<file path="config.mk">
export PLATFORM = sky130hd
export DESIGN_NAME = count_display
export DESIGN_NICKNAME = d
export VERILOG_FILES = /design/src/rtl/count_display.sv
export SDC_FILE = /design/constraint.sdc
export NUM_CORES = 1
export LEC_CHECK = 0
export CAP_MARGIN = 20
export CELL_PAD_IN_SITES_DETAIL_PLACEMENT = 1
export CELL_PAD_IN_SITES_GLOBAL_PLACEMENT = 2
export CORE_AREA = 2 2 75 148
export CTS_CLUSTER_SIZE = 14
export DETAILED_ROUTE_END_ITERATION = 8
export DIE_AREA = 0 0 77 150
export HOLD_SLACK_MARGIN = 0.02
export PLACE_DENSITY_LB_ADDON = 0.12
export SLEW_MARGIN = 20
export SYNTH_ARGS = -nofsm -noshare
export SYNTH_HDL_FRONTEND = slang
export SYNTH_SLANG_ARGS = --single-unit
</file>
<file path="constraint.sdc">
create_clock -name clk -period 3.8 [get_ports clk]
set_clock_uncertainty 0.15 [all_clocks]
set_input_delay 0.76 -clock clk [delete_from_list [all_inputs] [get_ports clk]]
set_output_delay 0.76 -clock clk [all_outputs]
set_load 0.01 [all_outputs]
</file>
<file path="src/rtl/count_display.sv">
// Display stage for the 12-bit counter: sequential double-dabble binary-to-BCD
// converter feeding a 4-digit active-low multiplexed seven-segment scanner.
module count_display #(
  parameter int unsigned REFRESH_DIV   = 100000,
  parameter int unsigned BLANK_LEADING = 1
) (
  input  logic        clk,
  input  logic        reset,
  input  logic [11:0] value,
  output logic [15:0] bcd,
  output logic        valid,
  output logic        busy,
  output logic [3:0]  an,
  output logic [6:0]  seg,
  output logic        dp
);

  localparam int unsigned CntW = (REFRESH_DIV > 1) ? $clog2(REFRESH_DIV) : 1;

  typedef enum logic [1:0] {StIdle, StConvert, StDone} state_e;

  state_e         state_q;
  logic [11:0]    shift_q;
  logic [15:0]    scratch_q;
  logic [3:0]     iter_q;
  logic [15:0]    scratch_adj;

  logic [CntW-1:0] refresh_q;
  logic [1:0]      digit_q;
  logic [3:0]      nibble;
  logic            blank;
  logic [6:0]      seg_d;
  logic [3:0]      an_d;

  // Add-3 correction applied to every nibble before each shift.
  always_comb begin
    scratch_adj = scratch_q;
    for (int i = 0; i < 4; i++) begin
      if (scratch_q[4*i +: 4] >= 4'd5) begin
        scratch_adj[4*i +: 4] = scratch_q[4*i +: 4] + 4'd3;
      end
    end
  end

  always_ff @(posedge clk or negedge reset) begin
    if (!reset) begin
      state_q   <= StIdle;
      shift_q   <= '0;
      scratch_q <= '0;
      iter_q    <= '0;
      bcd       <= '0;
      valid     <= 1'b0;
      busy      <= 1'b0;
    end else begin
      valid <= 1'b0;
      case (state_q)
        StIdle: begin
          shift_q   <= value;
          scratch_q <= '0;
          iter_q    <= '0;
          busy      <= 1'b1;
          state_q   <= StConvert;
        end
        StConvert: begin
          // Thousands never exceeds 4, so its corrected MSB is always zero.
          {scratch_q, shift_q} <= {scratch_adj[14:0], shift_q, 1'b0};
          iter_q <= iter_q + 4'd1;
          if (iter_q == 4'd11) begin
            state_q <= StDone;
          end
        end
        StDone: begin
          bcd     <= scratch_q;
          valid   <= 1'b1;
          busy    <= 1'b0;
          state_q <= StIdle;
        end
        default: state_q <= StIdle;
      endcase
    end
  end

  always_ff @(posedge clk or negedge reset) begin
    if (!reset) begin
      refresh_q <= '0;
      digit_q   <= '0;
    end else if (refresh_q == CntW'(REFRESH_DIV - 1)) begin
      refresh_q <= '0;
      digit_q   <= digit_q + 2'd1;
    end else begin
      refresh_q <= refresh_q + 1'b1;
    end
  end

  always_comb begin
    nibble = bcd[4*digit_q +: 4];
    blank  = 1'b0;
    if (BLANK_LEADING != 0) begin
      unique case (digit_q)
        2'd3:    blank = (bcd[15:12] == 4'd0);
        2'd2:    blank = (bcd[15:8] == 8'd0);
        2'd1:    blank = (bcd[15:4] == 12'd0);
        default: blank = 1'b0;
      endcase
    end
    an_d = ~(4'b0001 << digit_q);
    if (blank) begin
      seg_d = 7'b1111111;
    end else begin
      case (nibble)
        4'd0:    seg_d = 7'b1000000;
        4'd1:    seg_d = 7'b1111001;
        4'd2:    seg_d = 7'b0100100;
        4'd3:    seg_d = 7'b0110000;
        4'd4:    seg_d = 7'b0011001;
        4'd5:    seg_d = 7'b0010010;
        4'd6:    seg_d = 7'b0000010;
        4'd7:    seg_d = 7'b1111000;
        4'd8:    seg_d = 7'b0000000;
        4'd9:    seg_d = 7'b0010000;
        default: seg_d = 7'b1111111;
      endcase
    end
  end

  // an and seg share one register stage so a digit never shows mixed data.
  always_ff @(posedge clk or negedge reset) begin
    if (!reset) begin
      an  <= 4'b1110;
      seg <= 7'b1000000;
    end else begin
      an  <= an_d;
      seg <= seg_d;
    end
  end

  assign dp = 1'b1;

endmodule

</file>
Word level (Yosys, flattened, before mapping)
Memories as Yosys holds them, arrays and structs flattened.
Index checks and enable logic that the tools add are counted.
{"block": "classes", "bitwise_logic": 1, "n_mux": 14, "addsub": 7, "n_reduce_logical": 6, "n_lt_le_gt_ge": 4, "n_shift": 2, "n_eq_ne": 8}
{"op": "one-hot mux 16 bit (2 select lines)", "n": 1}
{"op": "one-hot mux 12 bit (2 select lines)", "n": 1}
{"op": "adder 17 x 1 -> 17 bit, second input constant", "n": 1}
{"op": "equality test 17 bit, second input constant", "n": 1}
{"op": "two-way mux 17 bit", "n": 1}
{"op": ">= comparator 4 x 3 -> 1 bit, second input constant", "n": 4}
{"op": "variable part select 16 x 5 -> 4 bit", "n": 1}
{"op": "adder 4 x 2 -> 4 bit, second input constant", "n": 3}
{"op": "logical NOT 12 bit", "n": 1}
{"op": "two-way mux 4 bit", "n": 3}
{"op": "logical NOT 8 bit", "n": 1}
{"op": "one-hot mux 4 bit (2 select lines)", "n": 1}
{"op": "two-way mux 7 bit", "n": 1}
{"op": "equality test 2 bit, second input constant", "n": 3}
{"op": "adder 4 x 1 -> 4 bit, second input constant", "n": 1}
{"op": "equality test 2 x 1 -> 1 bit, second input constant", "n": 2}
{"op": "equality test 4 bit, second input constant", "n": 1}
{"op": "logical NOT 4 bit", "n": 1}
{"op": "NOT 4 bit", "n": 1}
{"op": "one-hot mux 2 bit (2 select lines)", "n": 1}
{"op": "nonzero test 2 bit", "n": 2}
{"op": "left shift 1 x 2 -> 4 bit, first input constant", "n": 1}
{"op": "adder 3 x 2 -> 3 bit, second input constant", "n": 1}
{"op": "two-way mux 3 bit", "n": 1}
{"op": "other kinds (7)", "n": 7}
{"block": "totals", "input_bits": 14, "out_inout_bits": 30, "register_bits": 82, "wordCells": 54, "mem_bits_ro": 112, "memories": 1}
{"memory": "(name not given)", "words": 16, "width": 7, "rd": 1, "rd_ports_with_merged_regs": 0, "write_ports": 0, "line": "110", "source": "case (nibble)"}

Depth between registers and ports, before layout
Gate-level depths: netlist of the first run.
{"block": "depth", "depth_word": 3, "mapped_depth": 7, "mapped_depth_nobuf": 6}

Worst setup path before layout of the first run
No wires, ideal clock.
{"block": "synth_timing", "path_kind": "register to register", "from": "register digit_q[1]", "to": "register seg[5]", "synth_period_minus_slack_ns": 1.958, "path_stages_with_launch": 7, "required_ns": 3.505, "n_path_buf": 1, "t_arrival_ns": 1.663, "path_slack_ns": 1.842, "cell_sequence": "dfrtp_1 buf_6 mux4_2 ha_1 or2b_1 a21oi_1 o21ai_0"}
{"block": "synth_between", "elab_chain_cells": 3, "word_cells_on_any_way": 7}
{"item": "start, declared", "line": "29", "source": "logic [1:0] digit_q;"}
{"item": "start signal, assigned", "line": "89", "source": "digit_q <= digit_q + 2'd1;"}
{"item": "variable part select 16 x 5 -> 4 bit (tied with other cells)", "line": "96", "source": "nibble = bcd[4*digit_q +: 4];"}
{"item": "memory (16 x 7 bit) / one-hot mux 1 bit (3 select lines) (equally long branches)"}
{"item": "two-way mux 7 bit *", "line": "107", "source": "if (blank) begin"}
{"item": "named net seg_d[5]", "line": "32", "source": "logic [6:0] seg_d;"}
{"item": "end signal, assigned", "line": "133", "source": "seg <= seg_d;"}
{"item": "end, declared", "line": "14", "source": "output logic [6:0] seg,"}
Mark *: on every way through the listed nets, which the timed path passes. The rest lies on a longest branch.
A chain may end at the register's enable or synchronous reset.

Final worst setup path of the first run
{"block": "layout_timing", "from": "register seg[6]", "to": "output port seg[6]"}
No word-level cell between the ends.

==> results of run 1 <==
## per-layer routing
metal	part of all wire (%)	up-vias	GRT usage, %
met1	38	1379	17.4
met2	58	40	31.7
met5	0	-	0
met3	2.2	12	2.96
met4	1.9	0	7.14
li1	-	1354	-
## metrics by stage
step | util, % | power (uW) | hold WS [ns]
CTS | 46.1 | 2570 | 0.333
floorplan | - | 1380 | 0.300
global placement | 43.2 | 1660 | 0.312
detailed placement | 43.2 | 1680 | 0.321
finish | 46.1 | 2520 | 0.306
global route | 46.1 | 2670 | 0.336
## Yosys cell counts (all sizes together) (4+ instances only)
cell type  instances  share of area [%]
inv               23                2.2
a21oi             11                1.4
xnor2             15                3.3
o21ai             52                6.5
nand2             51                4.8
nor2b              4               0.63
mux4               4                2.3
nand2b             9                1.4
dfstp              4                2.6
ha                20                6.3
nor2              13                1.2
dfrtp             78                 49
nand3              5               0.63
o31ai              4               0.75
buf                8                1.4
mux2i             11                2.8
xor2               7                1.5
clkbuf             9               0.85
nor3b              4               0.75
mux2              13                3.7
## registers in the layout (all words and copies together), names as in the netlist
| signal | flops |
|---|---|
| valid | 1 |
| iter_q | 4 |
| digit_q | 2 |
| shift_q | 12 |
| busy | 1 |
| state_q | 2 |
| an | 4 |
| bcd | 16 |
| scratch_q | 16 |
| refresh_q | 17 |
| seg | 7 |
## where the power goes
part           internal (uW)  switching [uW]  total, uW
Combinational            305             255        560
Sequential               984            99.5       1080
Clock                    545             328        872
## cells by family after synthesis
kind of cell	after synthesis	share of synthesized area, %
XOR/XNOR	22	4.84
AND/OR/NAND/NOR	109	14.2
AO/OA/AOI/OAI	73	9.83
other	1	0.0941
adder cells (fa/ha/maj)	20	6.28
multiplexers	28	8.70
flip-flops	82	51.6
buffers and inverters	40	4.46
## worst max path at each step
stage | endpoint | slack (ns) | cells past startpoint
after floorplan | seg[5] | 1.84 | 6
after global placement | digit_q[1] | 1.65 | 6
after detailed placement | digit_q[1] | 1.61 | 6
after CTS | seg[6] | 1.50 | 1
after global routing | seg[5] | 1.47 | 5
final | seg[6] | 1.52 | 1
## area by class of cell
class / count / area (sq um)
Clock buffer: 14 / 264
Timing Repair Buffer: 48 / 463
Tap cell: 137 / 171
Multi-Input combinational cell: 253 / 1750
Clock inverter: 2 / 35.0
Inverter: 23 / 86.3
Sequential cell: 82 / 2060
Fill cell: 1215 / 5650
==> key figures, run 1 <==
Place
  • Buffers on Ports: 42
  • DP Area: 4530 sq um
  • Place WS: 1.61 ns
  • Dpl hpwl: 6550 um
  • DP Cell Count: 543
  • Final GP Congestion: ~0.72

Synth
  • Number of enable flip-flop cells after synthesis: 0
  • Synth Net Count: 409
  • Sequential share of the synthesized area: 51.6%
  • Syn Area/Cell: 10.6 sq um
  • Fraction of registers with async set/reset: 100%
  • Mapped Area: 3990 sq um
  • Cells after Synth: 375
  • #FFs+latches synth: roughly 80
  • Post-synth cell types: 44
  • Post-synth top flop: dfrtp_1
  • Synth warn: 0

Timing
  • Final Hold Fails: 0
  • Final setup margin: roughly 1.5 ns
  • Slew headroom: between 50% and 60%
  • Fin. max-slew vios: 0
  • Final setup violation count: 0
  • Max Clock Freq: 439 MHz
  • Post-route clock period utilization: 59.9%
  • RSZ-0062 raised after global routing: no
  • Setup TNS: 0 ns
  • Slew @ Worst Pin: 0.738 ns
  • Minimum clock period: 2.28 ns

CTS
  • Maximum clock path buffer count: 2
  • Clock slew at reported path FFs: 0.06 ns
  • H-tree Lvls: 3
  • Worst-Skew Late Latency: 0.33 ns
  • Hold_buf cts: 0
  • CTS Buf Count: 9
  • Post-CTS Setup Bufs: 0
  • CTS tree: yes
  • CTS Sinks: 82
  • Post-CTS sizing: 0
  • CTS Root Cell: clkbuf_16

Critical path
  • Worst setup EP type: primary output
  • Worst Setup SP: seg[6]
  • Crit path DAT: between 1 and 1.5 ns
  • Max stage delay on crit path: 0.52 ns
  • CP Launch Type: register
  • Crit-path cells: clkdlybuf4s50_1
  • Delay-heaviest family, CP: buffers and inverters
  • Critical path's slowest cell: clkdlybuf4s50_1
  • Reg2reg end: digit_q[1]
  • R2R Setup Slk: 1.65 ns
  • Worst-case reg-to-reg path depth: 6
  • Crit path kind: reg -> out
  • Reg-to-Reg Start: refresh_q[0]
  • Max FO, Critical Path: 1
  • CP Data Required Time: 2.89 ns
  • WP buf/inv: 1

Floorplan
  • Initial core utilization: 38.0%
  • Die area: 11,600 sq um
  • I/O pin count: 44
  • # rows: 53
  • Die height: 150 um
  • Total core area: 10,500 sq um
  • Die width: around 77 um

Cells and area
  • # diodes: 0
  • Most frequent cells in the layout: dfrtp_1 (78), nand2_1 (51), o21ai_0 (51)
  • Finished Cell Area: around 4800 sq um
  • Commonest non-fill, non-tap cell in the layout: dfrtp_1
  • Layout Cells excl Fill: 559
  • Share of cells above drive strength 1: 11.1%
  • Layout area overhead: 21.1%
  • Nets: about 450

Pwr
  • Pwr dens: 521 nW/um^2
  • Maximum VDD drop: 0.000252 V
  • Static Leak: roughly 0.0021 uW

Global routing
  • Global-route wire length before repair: 15,000 um
  • Overflow after GRT: 0
  • Total GRT Usage: 16.5%
  • Largest net degree at the start of global routing: 50
  • Vias in the first global route: 3,100
  • Initial antenna violation count: 0

Routing
  • # DRC: 0
  • WL/cell: 15.5 um
  • DR vias/cell: 4.98
  • DRT iter0 DRCs: approximately 70
  • Initial DRT Pass Iterations: 4
  • Antenna viol nets, final: 0
  • DRT Wirelength: 8640 um
  • Vias: 2,785

Run status
  • Status: finished, final reports clean

Hold path
  • Worst hold path type: in -> async

Run
  • Max-Cap Viols: 0
Power figures use the tool's default switching activity.
==> run 2: changes to the inputs <==
--- a/config.mk
+++ b/config.mk
@@ -8,10 +8,10 @@
 export CAP_MARGIN = 20
 export CELL_PAD_IN_SITES_DETAIL_PLACEMENT = 1
 export CELL_PAD_IN_SITES_GLOBAL_PLACEMENT = 2
-export CORE_AREA = 2 2 75 148
+export CORE_AREA = 2 2 81 161
 export CTS_CLUSTER_SIZE = 14
 export DETAILED_ROUTE_END_ITERATION = 8
-export DIE_AREA = 0 0 77 150
+export DIE_AREA = 0 0 83 163
 export HOLD_SLACK_MARGIN = 0.02
 export PLACE_DENSITY_LB_ADDON = 0.12
 export SLEW_MARGIN = 20
==> constraint.sdc (replaced) <==
create_clock -name clk -period 2.05 [get_ports clk]
set_clock_uncertainty 0.15 [all_clocks]
set_input_delay 0.41 -clock clk [delete_from_list [all_inputs] [get_ports clk]]
set_output_delay 0.41 -clock clk [all_outputs]
set_load 0.01 [all_outputs]
==> run 2 against run 1 <==
Power up 96%. Combinational power is 100% higher. Design area increased by 3.6%. Critical path depth rose by 2. First-iteration DRC count increased by 32%. Global-route usage down 2.4 points. Non-clock buffer count up 13. Final cell count grew 4.7%. Routed wire length up 4.8%. Die area increased by 17%. Critical path type is now reg -> reg. Critical endpoint is now digit_q[1].
==> key figures, run 2 (synthesis results as in run 1) <==
Global routing
  • Overflow after GRT: 0
  • Vias in the first global route: 3,107
  • Largest net degree at the start of global routing: 39
  • Initial antenna violation count: 0
  • Global-route wire length before repair: 15,500 um
  • Total GRT Usage: 14.1%

Cells and area
  • Seq. cell area: 2060 sq um
  • Most frequent cells in the layout: dfrtp_1 (77), nand2_1 (51), o21ai_0 (51)
  • Area of the multi-input gates: 1760 sq um
  • Largest registers: refresh_q x17, bcd x16, scratch_q x16
  • Max reg flops: 17
  • Layout area overhead: 25.5%
  • Final core utilization: roughly two fifths
  • # diodes: 0
  • Finished Cell Area: 5000 sq um
  • Biggest register: refresh_q
  • Share of cells above drive strength 1: 14.7%
  • Commonest non-fill, non-tap cell in the layout: dfrtp_1
  • Filler Cell Count: approximately 1,400
  • Nets: 464

Critical path
  • CP Launch Type: register
  • Worst setup EP type: register
  • R2R Setup Slk: 0.05 ns
  • Reg2reg end: digit_q[1]
  • Max FO, Critical Path: 4
  • Crit path DAT: 2.06 ns
  • Worst-case reg-to-reg path depth: 3
  • Max stage delay on crit path: 0.56 ns
  • Reg-to-Reg Start: refresh_q[11]
  • Critical path's slowest cell: or4_4
  • Critical path depth: 3
  • CP Data Required Time: 2.11 ns
  • WP buf/inv: 0
  • Worst Setup SP: refresh_q[11]
  • Delay-heaviest family, CP: simple AND/OR/NAND/NOR gates
  • Crit path to: digit_q[1]
  • Crit-path cells: or4_4 > nor4_4 > mux2_2
  • Crit path kind: reg -> reg

CTS
  • H-tree Lvls: 3
  • CTS Sinks: between 80 and 90
  • CTS tree: yes
  • Maximum clock path buffer count: 2
  • Clock slew at reported path FFs: 0.06 ns
  • CTS Buf Count: 9
  • Worst-Skew Late Latency: between 0.3 and 0.4 ns
  • Post-CTS Setup Bufs: 0
  • CTS Root Cell: clkbuf_16

Routing
  • DR vias/cell: 4.90
  • # DRC: 0
  • DRT iter0 DRCs: 90
  • Antenna viol nets, final: 0
  • WL/cell: 15.5 um
  • Initial DRT Pass Iterations: 3
  • DRT Wirelength: 9060 um
  • Vias: 2,865

Floorplan
  • Total core area: 12,400 sq um
  • # rows: 58
  • Initial core utilization: 32.1%
  • Die area: 13,500 sq um
  • I/O pin count: 44
  • Die width: 83 um
  • Die height: roughly 160 um

Place
  • Dpl hpwl: 6750 um
  • Buffers on Ports: 42
  • Final GP Congestion: 0.745
  • DP Area: 4650 sq um

Timing
  • Post-route clock period utilization: 97.5%
  • Final setup violation count: 0
  • Slew @ Worst Pin: 0.530 ns
  • Slew headroom: 64.7%
  • Final Hold Fails: 0
  • Fin. max-slew vios: 0
  • Max Clock Freq: 500 MHz
  • Minimum clock period: 2.00 ns
  • RSZ-0062 raised after global routing: yes

Hold path
  • Cells on Worst Hold Path: 2
  • Worst hold path type: reg -> reg

Pwr
  • Pwr dens: 987 nW/um^2
  • Maximum VDD drop: 0.000486 V
  • Static Leak: between 0.002 and 0.0025 uW

Run
  • Max-Cap Viols: 0

Run status
  • Status: finished, final reports clean
==> run 2: cell types whose count changed in the layout (fill, tap and decap cells not counted), moves of 2 or more <==
cell,delta
a21oi_1,-2
a21oi_2,+2
buf_4,+11
bufinv_16,+2
clkbuf_8,-2
==> run 2: how the worst min path moves through the flow <==
stage	startpoint	endpoint	slack (ns)
2_1_floorplan	reset	an[0]	-0.04
3_3_place_gp	reset	seg[2]	0.27
3_5_place_dp	reset	seg[1]	0.27
4_1_cts	refresh_q[4]	refresh_q[4]	0.35
5_1_grt	shift_q[8]	shift_q[8]	0.36
6_report	shift_q[0]	shift_q[0]	0.34
==> run 2: timing repair <==
item	in CTS	in global routing
resized for setup	0	4
setup endpoints to repair	0	7
endpoints found under the hold margin	32	0
hold buffers	1	0
==> run 2: area by class of cell <==
class	count	area share, %
clock buffer	11	4.65
sequential	82	41.1
tap	150	3.75
clock inverter	5	2.05
multi-input combinational	253	35.2
timing repair buffer	61	11.5
inverter	23	1.73
==> run 2: metal layers <==
metal	share of wire, %	GRT usage, %	up-vias	wire, um
met5	0	0	-	0
met4	1.4	5.44	0	123
met3	2.0	2.38	6	185
met2	55	25.3	31	4950
met1	42	16.8	1453	3800
li1	-	-	1375	-
==> run 2: through the flow <==
stage          setup TNS (ns)  std cells  hold slack (ns)  setup WS, ns  total power (uW)
3_3_place_gp                0        568            0.266        0.0722              3110
6_report                    0        585            0.341        0.0513              4940
5_1_grt               -0.0357        585            0.363       -0.0348              5210
2_1_floorplan               0        375          -0.0356        0.0923              2550
3_5_place_dp                0        568            0.270        0.0476              3140
4_1_cts                     0        585            0.346        0.0365              5010
==> run 2: worst reg2reg max path: stages, from the launching register on <==
cell	delay, ns
dfrtp_1	0.41
or4_4	0.56
nor4_4	0.37
mux2_2	0.38
==> run 2: power breakdown <==
part	internal, uW	switching, uW
sequential	1820	166
clock	1190	636
combinational	612	507
==> run 3: changes to the inputs <==
--- a/config.mk
+++ b/config.mk
@@ -5,13 +5,14 @@
 export SDC_FILE = /design/constraint.sdc
 export NUM_CORES = 1
 export LEC_CHECK = 0
+export ABC_AREA = 1
 export CAP_MARGIN = 20
 export CELL_PAD_IN_SITES_DETAIL_PLACEMENT = 1
 export CELL_PAD_IN_SITES_GLOBAL_PLACEMENT = 2
-export CORE_AREA = 2 2 81 161
+export CORE_AREA = 2 2 86 171
 export CTS_CLUSTER_SIZE = 14
 export DETAILED_ROUTE_END_ITERATION = 8
-export DIE_AREA = 0 0 83 163
+export DIE_AREA = 0 0 88 173
 export HOLD_SLACK_MARGIN = 0.02
 export PLACE_DENSITY_LB_ADDON = 0.12
 export SLEW_MARGIN = 20
==> constraint.sdc (replaced) <==
create_clock -name clk -period 2.05 [get_ports clk]
set_clock_uncertainty 0.15 [all_clocks]
set_input_delay 0.41 -clock clk [delete_from_list [all_inputs] [get_ports clk]]
set_output_delay 0.41 -clock clk [all_outputs]
set_load 0.005 [all_outputs]
==> run 3 against run 2 <==
Global-route usage grew 2.2 points. Sequential share of layout area shrank 1.4 points. Synthesized cell count grew 35%. Clock power shrank 9%. First-iteration DRC count grew 7.8%. Routed wire length grew 24%. Critical path depth shrank 2. Critical path type is now reg -> out. Hold slack lost 0.017 ns. Setup slack gained 0.081 ns. Sequential cell count is the same. Final cell count grew 28%.
==> key figures, run 3 <==
CTS
  • CTS Buf Count: 9
  • CTS tree: yes
  • CTS Sinks: 82
  • CTS Root Cell: clkbuf_16
  • Worst-Skew Late Latency: 0.34 ns
  • Post-CTS Setup Bufs: 0
  • Clock slew at reported path FFs: 0.07 ns
  • H-tree Lvls: 3
  • Maximum clock path buffer count: 2

Floorplan
  • Die height: about 170 um
  • Die width: 88 um
  • Die area: 15,200 sq um
  • Total core area: between 10,000 and 15,000 sq um
  • # rows: 61
  • I/O pin count: 44
  • Initial core utilization: 30.6%

Routing
  • Routed met1 length: 4110 um
  • Antenna viol nets, final: 0
  • Top layer in use: met4
  • DR vias/cell: approximately 4.6
  • Initial DRT Pass Iterations: 4
  • # DRC: 0
  • Vias: 3,439
  • WL/cell: 15.0 um
  • DRT iter0 DRCs: 97
  • Met3 wire length: 175 um
  • DRT Wirelength: roughly 11,000 um
  • Routed wl met2: 6730 um

Synth
  • Post-synth cell types: 33
  • XOR/XNOR Fraction of Synth Area: under 10%
  • Most common cell in the netlist: nand2_1
  • Largest cells by area after synthesis: dfrtp_1 (46%), nand2_1 (12%), ha_1 (5.9%)
  • Combinational family with the most area after synthesis: simple AND/OR/NAND/NOR gates
  • Synth Net Count: 540
  • Number of enable flip-flop cells after synthesis: 0
  • Sequential share of the synthesized area: between 40% and 50%
  • Syn Area/Cell: approximately 8.4 sq um
  • Biggest area consumer among synthesized cells: dfrtp_1
  • Adder-Cell Fraction of Synth Area: between 5 and 6%
  • Post-synth top flop: dfrtp_1
  • Mapped Area: 4230 sq um
  • #FFs+latches synth: 82
  • Synth warn: 0
  • Compound-gate portion of the synthesized area: 9.12%
  • Cells after Synth: between 500 and 600
  • Fraction of registers with async set/reset: 100%
  • Post-synthesis simple-gate area fraction: 26.3%
  • Share of the synthesized area in the top cell type: 46.2%
  • Post-synthesis mux area share: 0%
  • Post-synth top cells: nand2_1 (138), dfrtp_1 (78), inv_1 (59), nand3_1 (46), nor2_1 (44)

Pwr
  • Combinational share of power: between 20% and 30%
  • Static Leak: 0.00247 uW
  • Flop pwr share: a little over two fifths
  • Internal: 3430 uW
  • Pwr dens: 951 nW/um^2
  • Sw Share: 30.2%
  • Clock power frac: between 30% and 40%
  • Maximum VDD drop: 0.000408 V
  • NetSw: between 1000 and 1500 uW

Cells and area
  • # diodes: 0
  • Filler Cell Count: between 1,500 and 2,000
  • Largest registers: refresh_q x17, bcd x16, scratch_q x16
  • Share of cells above drive strength 1: 11.6%
  • Commonest non-fill, non-tap cell in the layout: nand2_1
  • Max reg flops: 17
  • Layout area overhead: 22.4%
  • Layout Cells excl Fill: 748
  • Nets: 589
  • Biggest register: refresh_q
  • Most frequent cells in the layout: nand2_1 (138), dfrtp_1 (78), inv_1 (59)

Global routing
  • Overflow after GRT: 0
  • Vias in the first global route: 3,802
  • Initial antenna violation count: 0
  • Total GRT Usage: 16.4%
  • Largest net degree at the start of global routing: 83
  • Global-route wire length before repair: 19,300 um

Timing
  • Slew @ Worst Pin: 0.752 ns
  • WHS: 0.324 ns
  • Slew headroom: around half
  • Fin. max-slew vios: 0
  • Minimum clock period: 1.92 ns
  • Final setup violation count: 0
  • RSZ-0062 raised after global routing: no
  • Setup TNS: 0 ns
  • Post-route clock period utilization: between 90 and 100%
  • Max Clock Freq: between 500 and 600 MHz
  • Final Hold Fails: 0

Place
  • Final GP Congestion: approximately 0.75
  • Buffers on Ports: 42
  • DP Cell Count: between 700 and 800
  • Dpl hpwl: 8650 um

Run
  • Max-Cap Viols: 0

Critical path
  • Crit-path cells: clkdlybuf4s50_1
  • Max FO, Critical Path: 4
  • WP buf/inv: 1
  • CP Data Required Time: 1.49 ns
  • Max stage delay on crit path: 0.55 ns
  • Crit path kind: reg -> out
  • Crit path DAT: approximately 1.4 ns
  • Delay-heaviest family, CP: buffers and inverters
  • Critical path's slowest cell: clkdlybuf4s50_1
  • Worst setup EP type: primary output
  • CP Launch Type: register

Hold path
  • Worst hold path type: reg -> reg

Run status
  • Status: finished, final reports clean
[run 3: changes by cell type after synthesis, moves of 22 or more]
cell     delta
nand2_1    +87
nand3_1    +41
inv_1      +36
nor2_1     +31
o21ai_0    -22
[run 3: worst paths after layout]
kind,depth (start not counted),startpoint,slack (ns),endpoint
max in group asynchronous,3,reset,0.88,seg[6]
min in group asynchronous,3,reset,0.47,refresh_q[11]
worst min register to register,1,refresh_q[0],0.32,refresh_q[0]
worst max-delay path,1,bcd[4],0.13,bcd[4]
worst max register to register,8,digit_q[1],0.25,seg[5]
worst min-delay path,1,refresh_q[0],0.32,refresh_q[0]
[run 3: area by class of cell]
cell class | count | area [sq um] | share of cell area [%]
timing repair buffer | 49 | 485 | 9.38
tap | 189 | 236 | 4.57
multi-input combinational | 346 | 1840 | 35.5
clock inverter | 5 | 62.6 | 1.21
sequential | 82 | 2060 | 39.7
inverter | 67 | 255 | 4.93
clock buffer | 10 | 239 | 4.62
[run 3: layer usage]
layer	vias to the layer above	GRT usage, %
li1	1702	-
met1	1689	16.8
met2	35	32.3
met3	13	2.29
met4	0	5.26
met5	-	0
[run 3: timing repair]
action                     4_1_cts  5_1_grt
setup endpoints to repair        0        1
resized for setup                0        1
hold buffers                     1        0
hold endpoints to repair        78        0
[run 3: stage by stage]
stage | cell area, sq um | power, uW | setup slack [ns] | utilization, %
2_1_floorplan | 4230 | 2630 | 0.413 | -
3_3_place_gp | 4860 | 3300 | 0.253 | 35.2
3_5_place_dp | 4860 | 3320 | 0.210 | 35.2
4_1_cts | 5170 | 5020 | 0.112 | 37.4
5_1_grt | 5170 | 5260 | 0.0200 | 37.5
6_report | 5170 | 4920 | 0.132 | 37.5
[run 3: cell families (layout without fill, tap and decap cells)]
kind of cell,after synthesis,in the layout
buffers and inverters,78,131
AO/OA/AOI/OAI,61,61
flip-flops,82,82
XOR/XNOR,10,10
AND/OR/NAND/NOR,254,254
other,1,1
adder cells (fa/ha/maj),20,20
[run 3: power groups by stage]
stage / Combinational [uW] / Clock [uW] / Sequential (uW)
6_report: 1190 / 1670 / 2060
5_1_grt: 1370 / 1790 / 2090
3_5_place_dp: 1220 / 0 / 2100
2_1_floorplan: 604 / 0 / 2020
4_1_cts: 1230 / 1720 / 2070
3_3_place_gp: 1190 / 0 / 2100
==> RTL change 1, RTL diff (settings of run 3) <==
Change the parameter `REFRESH_DIV` from 100000 to 50000.
--- a/src/rtl/count_display.sv
+++ b/src/rtl/count_display.sv
@@ -3,3 +3,3 @@
 module count_display #(
-  parameter int unsigned REFRESH_DIV   = 100000,
+  parameter int unsigned REFRESH_DIV   = 50000,
   parameter int unsigned BLANK_LEADING = 1
Behaviour: same outputs for any inputs over 10 cycles, from zero or initial values and one cycle with reset low; that may be too few to reach the edited logic, so the function may still have changed.
==> RTL change 1 against run 3 <==
- total power about the same
- sequential cell count shrank 1
- design area fell by 2.0%
- setup slack gained 0.017 ns
- worst hold slack worse by 0.047 ns
- sequential share of layout area is 0.32 points higher
- routed wire length is 4.2% lower
- non-clock buffer count up 2
- count of clock-buffer cells in the layout increased by 2
- area after synthesis down 2.9%
==> RTL change 1: results (changes against run 3) <==
\begin{tabular}{lr}
\hline
Metric & Value \\
\hline
\multicolumn{2}{l}{\textbf{Drt}} \\
Pre-Repair DR Iteration Count & 4 (unchanged) \\
Post-Route WL & 10,700 um (-4.2\%) \\
Detailed-route via count & 3,312 (-3.7\%) \\
Iter 0 DRT Violations & 105 (+8.2\%) \\
\multicolumn{2}{l}{\textbf{Worst setup path}} \\
Start of the worst register-to-register path & digit\_q[0] \\
Arrival time of data at the critical path endpoint & 1.34 ns (-0.02 ns) \\
Setup slack, reg-to-reg & 0.21 ns (-0.04 ns) \\
Cell family with most CP delay & flip-flops \\
Worst setup path startpoint & seg[6] \\
Critical path's largest stage delay & 0.52 ns (-0.03 ns) \\
Cell with the largest stage delay on the worst path & dfstp\_2 \\
Critical path peak fanout & 1 (-3) \\
Destination of the critical timing path & seg[6] \\
\multicolumn{2}{l}{\textbf{STA}} \\
Actual slew at the worst max-slew pin & 0.868 ns (+0.117 ns) \\
\multicolumn{2}{l}{\textbf{Synthesis}} \\
Mapped Nets & 521 (-3.5\%) \\
Synth area leaders & dfrtp\_1, nand2\_1, ha\_1 \\
Post-synthesis cell type count & 35 (+6.1\%) \\
Portion of the post-synthesis area used by sequential elements & 0.495 (+0.00844) \\
Most frequent cells after synthesis & nand2\_1, dfrtp\_1, inv\_1 \\
Share of flip-flops with an asynchronous set or reset & 1.00 (unchanged) \\
\multicolumn{2}{l}{\textbf{Global route}} \\
GR met2 Demand/Resource & 0.302 (-0.0205) \\
Maximum number of pins on one net before global-route repair & 55 (-34\%) \\
Global Route met3 Usage & 0.0253 (+0.00239) \\
Global-route wire length before repair & 18,100 um (-6.3\%) \\
Number of global-route vias before repair & 3,656 (-3.8\%) \\
All-layer global routing usage & 0.153 (-0.0112) \\
\multicolumn{2}{l}{\textbf{Clock network}} \\
Clock-pin transition on the worst setup and hold timing paths & 0.07 ns (about the same) \\
\multicolumn{2}{l}{\textbf{Worst hold path}} \\
Class of the most critical hold timing path & in2async \\
\multicolumn{2}{l}{\textbf{Placed design}} \\
GPL Wtd Cong & 0.726 (-3.6\%) \\
Post-placement worst setup slack & 0.203 ns (-0.00663 ns) \\
IO Port Bufs & 42 (unchanged) \\
Detailed-placement wirelength estimate & 8320 um (-3.9\%) \\
\multicolumn{2}{l}{\textbf{Power and ir drop}} \\
Fraction of power spent switching nets & 0.296 (-0.00556) \\
Maximum resistive drop on vdd & 0.375 mV (-8.1\%) \\
\multicolumn{2}{l}{\textbf{Final layout}} \\
Number of nets in the layout & 571 (-3.1\%) \\
FILL cells & 1,672 (+0.97\%) \\
Largest registers & bcd x16, refresh\_q x16, scratch\_q x16 \\
Fraction of layout instances using a drive strength above 1 & 0.0941 (-0.0222) \\
\multicolumn{2}{l}{\textbf{Status}} \\
Result of the run & complete, no violations \\
\hline
\end{tabular}
==> RTL change 1: through the flow <==
step | std cells | util | power (uW) | hold slack, ns | instance area (um^2)
floorplan | 487 | - | 2640 | -0.0356 | 4100
global placement | 714 | 0.344 | 3280 | 0.0836 | 4750
detailed placement | 714 | 0.344 | 3310 | 0.0908 | 4750
CTS | 731 | 0.367 | 5010 | 0.272 | 5070
global route | 731 | 0.367 | 5220 | 0.290 | 5070
finish | 731 | 0.367 | 4920 | 0.277 | 5070
==> RTL change 1: power by group through the flow <==
stage	sequential (uW)	clock, uW	combinational, uW
after floorplan	2010	0	625
after global placement	2070	0	1210
after detailed placement	2070	0	1240
after CTS	2040	1720	1240
after global routing	2060	1780	1380
final	2030	1680	1210
==> RTL change 1: kinds of logic (layout without fill, tap and decap cells) <==
kind of cell,Yosys count,count (layout),share of synthesized area
flops,81,81,0.495
simple gates,240,240,0.263
compound gates,60,60,0.0796
xor+xnor,11,11,0.0235
other cells,1,1,0.000914
fa+ha+maj,20,20,0.0610
buf+inv,74,129,0.0765
==> RTL change 1: final cells by class <==
class	instances	area, um^2	share of cell area
clock buffers	12	256	0.0506
clock inverters	4	52.6	0.0104
inverters	62	235	0.0464
multi-input cells	332	1760	0.347
flip-flops and latches	81	2030	0.401
well taps	189	236	0.0466
repair buffers	51	500	0.0987
==> RTL change 1: worst min-delay path by stage <==
stage / slack, ns / endpoint
after CTS: 0.27 / refresh_q[13]
after global routing: 0.29 / refresh_q[13]
after global placement: 0.08 / refresh_q[13]
after floorplan: -0.04 / an[0]
after detailed placement: 0.09 / refresh_q[13]
final: 0.28 / refresh_q[12]
==> RTL change 1: what timing repair did <==
action / 4_1_cts / 5_1_grt
hold buffers: 1 / 0
hold endpoints to repair: 44 / 0
endpoints found under the setup margin: 0 / 0
==> RTL change 1: per-layer routing <==
layer	routed length [um]	up-vias	part of all wire
li1	-	1639	-
met1	4080	1631	0.38
met2	6310	33	0.59
met3	200	9	0.019
met4	140	0	0.013
met5	0	-	0
==> RTL change 2, RTL diff (flow settings as in run 3) <==
Without the edit above. Encoding of `state_e`: now one-hot (3 bits for 3 states).
--- a/src/rtl/count_display.sv
+++ b/src/rtl/count_display.sv
@@ -19,3 +19,3 @@
 
-  typedef enum logic [1:0] {StIdle, StConvert, StDone} state_e;
+  typedef enum logic [2:0] {StIdle = 3'b001, StConvert = 3'b010, StDone = 3'b100} state_e;
 
Formal check against the unedited RTL: same outputs for any inputs over 10 cycles, from zero or initial values and one cycle with reset low; not proved beyond that.
==> RTL change 2 against run 3 <==
- fmax rose by 0.25%
- first-iteration DRC count increased by 7.2%
- area after synthesis increased by 0.56%
- setup slack gained 0.0049 ns
- non-clock buffer count up 6
- design area is 0.70% higher
- core utilization grew 0.26 points
- total power fell by 2.0%
- routed wire length grew 0.67%
- sequential cell count up 1
- count of clock-buffer cells in the layout stayed put
- largest cell class unchanged
- via count up 2.1%
- worst hold slack better by 0.0044 ns
==> RTL change 2: results (changes against run 3) <==
\begin{tabular}{lr}
\hline
Metric & Value \\
\hline
\multicolumn{2}{l}{\textbf{Synthesis}} \\
Mapped Nets & 535 (-0.93\%) \\
Portion of the post-synthesis area used by sequential elements & 0.490 (+0.00346) \\
Synth area leaders & dfrtp\_1, nand2\_1, ha\_1 \\
Share of flip-flops with an asynchronous set or reset & 1.00 (unchanged) \\
Post-synthesis xor/xnor area fraction & 0.0185 (-0.00218) \\
Gate count after technology mapping & 501 (-0.99\%) \\
Synth Area in Compound Gates & 0.0971 (+0.00597) \\
Adder-Cell Fraction of Synth Area & 0.0589 (-0.000331) \\
Dominant register cell in the synthesized netlist & dfrtp\_1 \\
Most frequent cells after synthesis & nand2\_1, dfrtp\_1, inv\_1 \\
\multicolumn{2}{l}{\textbf{Worst setup path}} \\
Capture point of the worst reg-to-reg path & seg[3] \\
Start of the worst register-to-register path & digit\_q[0] \\
Reg2Reg Depth & 8 (unchanged) \\
Setup slack, reg-to-reg & 0.16 ns (-0.09 ns) \\
\multicolumn{2}{l}{\textbf{Power and ir drop}} \\
Total leakage power & 0.00242 uW (-2.0\%) \\
Power share of the sequential group & 0.426 (+0.007) \\
Fraction of power spent switching nets & 0.297 (-0.00457) \\
Logic pwr share & 0.231 (-0.011) \\
\multicolumn{2}{l}{\textbf{Final layout}} \\
Fraction of layout instances using a drive strength above 1 & 0.111 (-0.00497) \\
Number of nets in the layout & 586 (-0.51\%) \\
\multicolumn{2}{l}{\textbf{Global route}} \\
Global-route wire length before repair & 19,000 um (-1.6\%) \\
All-layer global routing usage & 0.159 (-0.00437) \\
Number of global-route vias before repair & 3,763 (-1.0\%) \\
\multicolumn{2}{l}{\textbf{Placed design}} \\
GPL Wtd Cong & 0.765 (+1.6\%) \\
Detailed-placement wirelength estimate & 8900 um (+2.8\%) \\
Post-Place Cell Area & 4900 um\^{}2 (+0.80\%) \\
Post-placement cell count & 729 (-0.41\%) \\
\multicolumn{2}{l}{\textbf{Drt}} \\
Average wire per cell in the routed design & 15.1 um (+0.94\%) \\
Vias per cell & 4.71 (+2.3\%) \\
Iter 0 DRT Violations & 104 (+7.2\%) \\
Post-Route WL & 11,300 um (+0.67\%) \\
\multicolumn{2}{l}{\textbf{Status}} \\
Result of the run & complete, no violations \\
\multicolumn{2}{l}{\textbf{STA}} \\
Min cycle time layout & 1.91 ns (-0.00485 ns) \\
Actual slew at the worst max-slew pin & 0.534 ns (-0.217 ns) \\
\hline
\end{tabular}
-- RTL change 2: changes by cell type in the layout (fill, tap and decap cells not counted), sizes merged, moves of 2 or more --
cell / before / now
inv: 68 / 74
a21oi: 3 / 5
buf: 7 / 13
o221ai: 0 / 11
nand4: 4 / 16
o211ai: 4 / 0
nand3: 49 / 47
nor2: 50 / 44
nand2: 145 / 120
-- RTL change 2: logic make-up (layout without fill, tap and decap cells) --
| group | count (synthesis) | count (layout) |
|---|---|---|
| other | 1 | 1 |
| buffers and inverters | 87 | 143 |
| AND/OR/NAND/NOR | 233 | 233 |
| XOR/XNOR | 9 | 9 |
| flip-flops | 83 | 83 |
| adder cells (fa/ha/maj) | 20 | 20 |
| AO/OA/AOI/OAI | 68 | 68 |
-- RTL change 2: worst min path at each step --
| stage | start | end | slack, ns | depth (start not counted) |
|---|---|---|---|---|
| floorplan | reset | an[0] | -0.04 | 0 |
| global placement | reset | refresh_q[11] | 0.19 | 1 |
| detailed placement | reset | refresh_q[11] | 0.20 | 1 |
| CTS | iter_q[3] | iter_q[3] | 0.34 | 1 |
| global route | iter_q[3] | iter_q[3] | 0.35 | 1 |
| finish | iter_q[3] | iter_q[3] | 0.33 | 1 |
-- RTL change 2: what timing repair did --
item,4_1_cts,5_1_grt
hold buffers,1,0
endpoints found under the hold margin,19,0
setup buffers,0,0
-- RTL change 2: routing by layer --
metal,vias up,global-route usage,share of wire
met5,-,0,0
met2,35,0.315,0.61
li1,1722,-,-
met1,1745,0.166,0.36
met4,0,0.0410,0.012
met3,8,0.0239,0.018
-- RTL change 2: final cells by class --
class                      count  area (um^2)
fill                        1644         8600
clock inverter                 6         72.6
inverter                      72          270
multi-input combinational    331         1790
timing repair buffer          55          531
sequential                    83         2080
clock buffer                  10          229
tap                          189          236
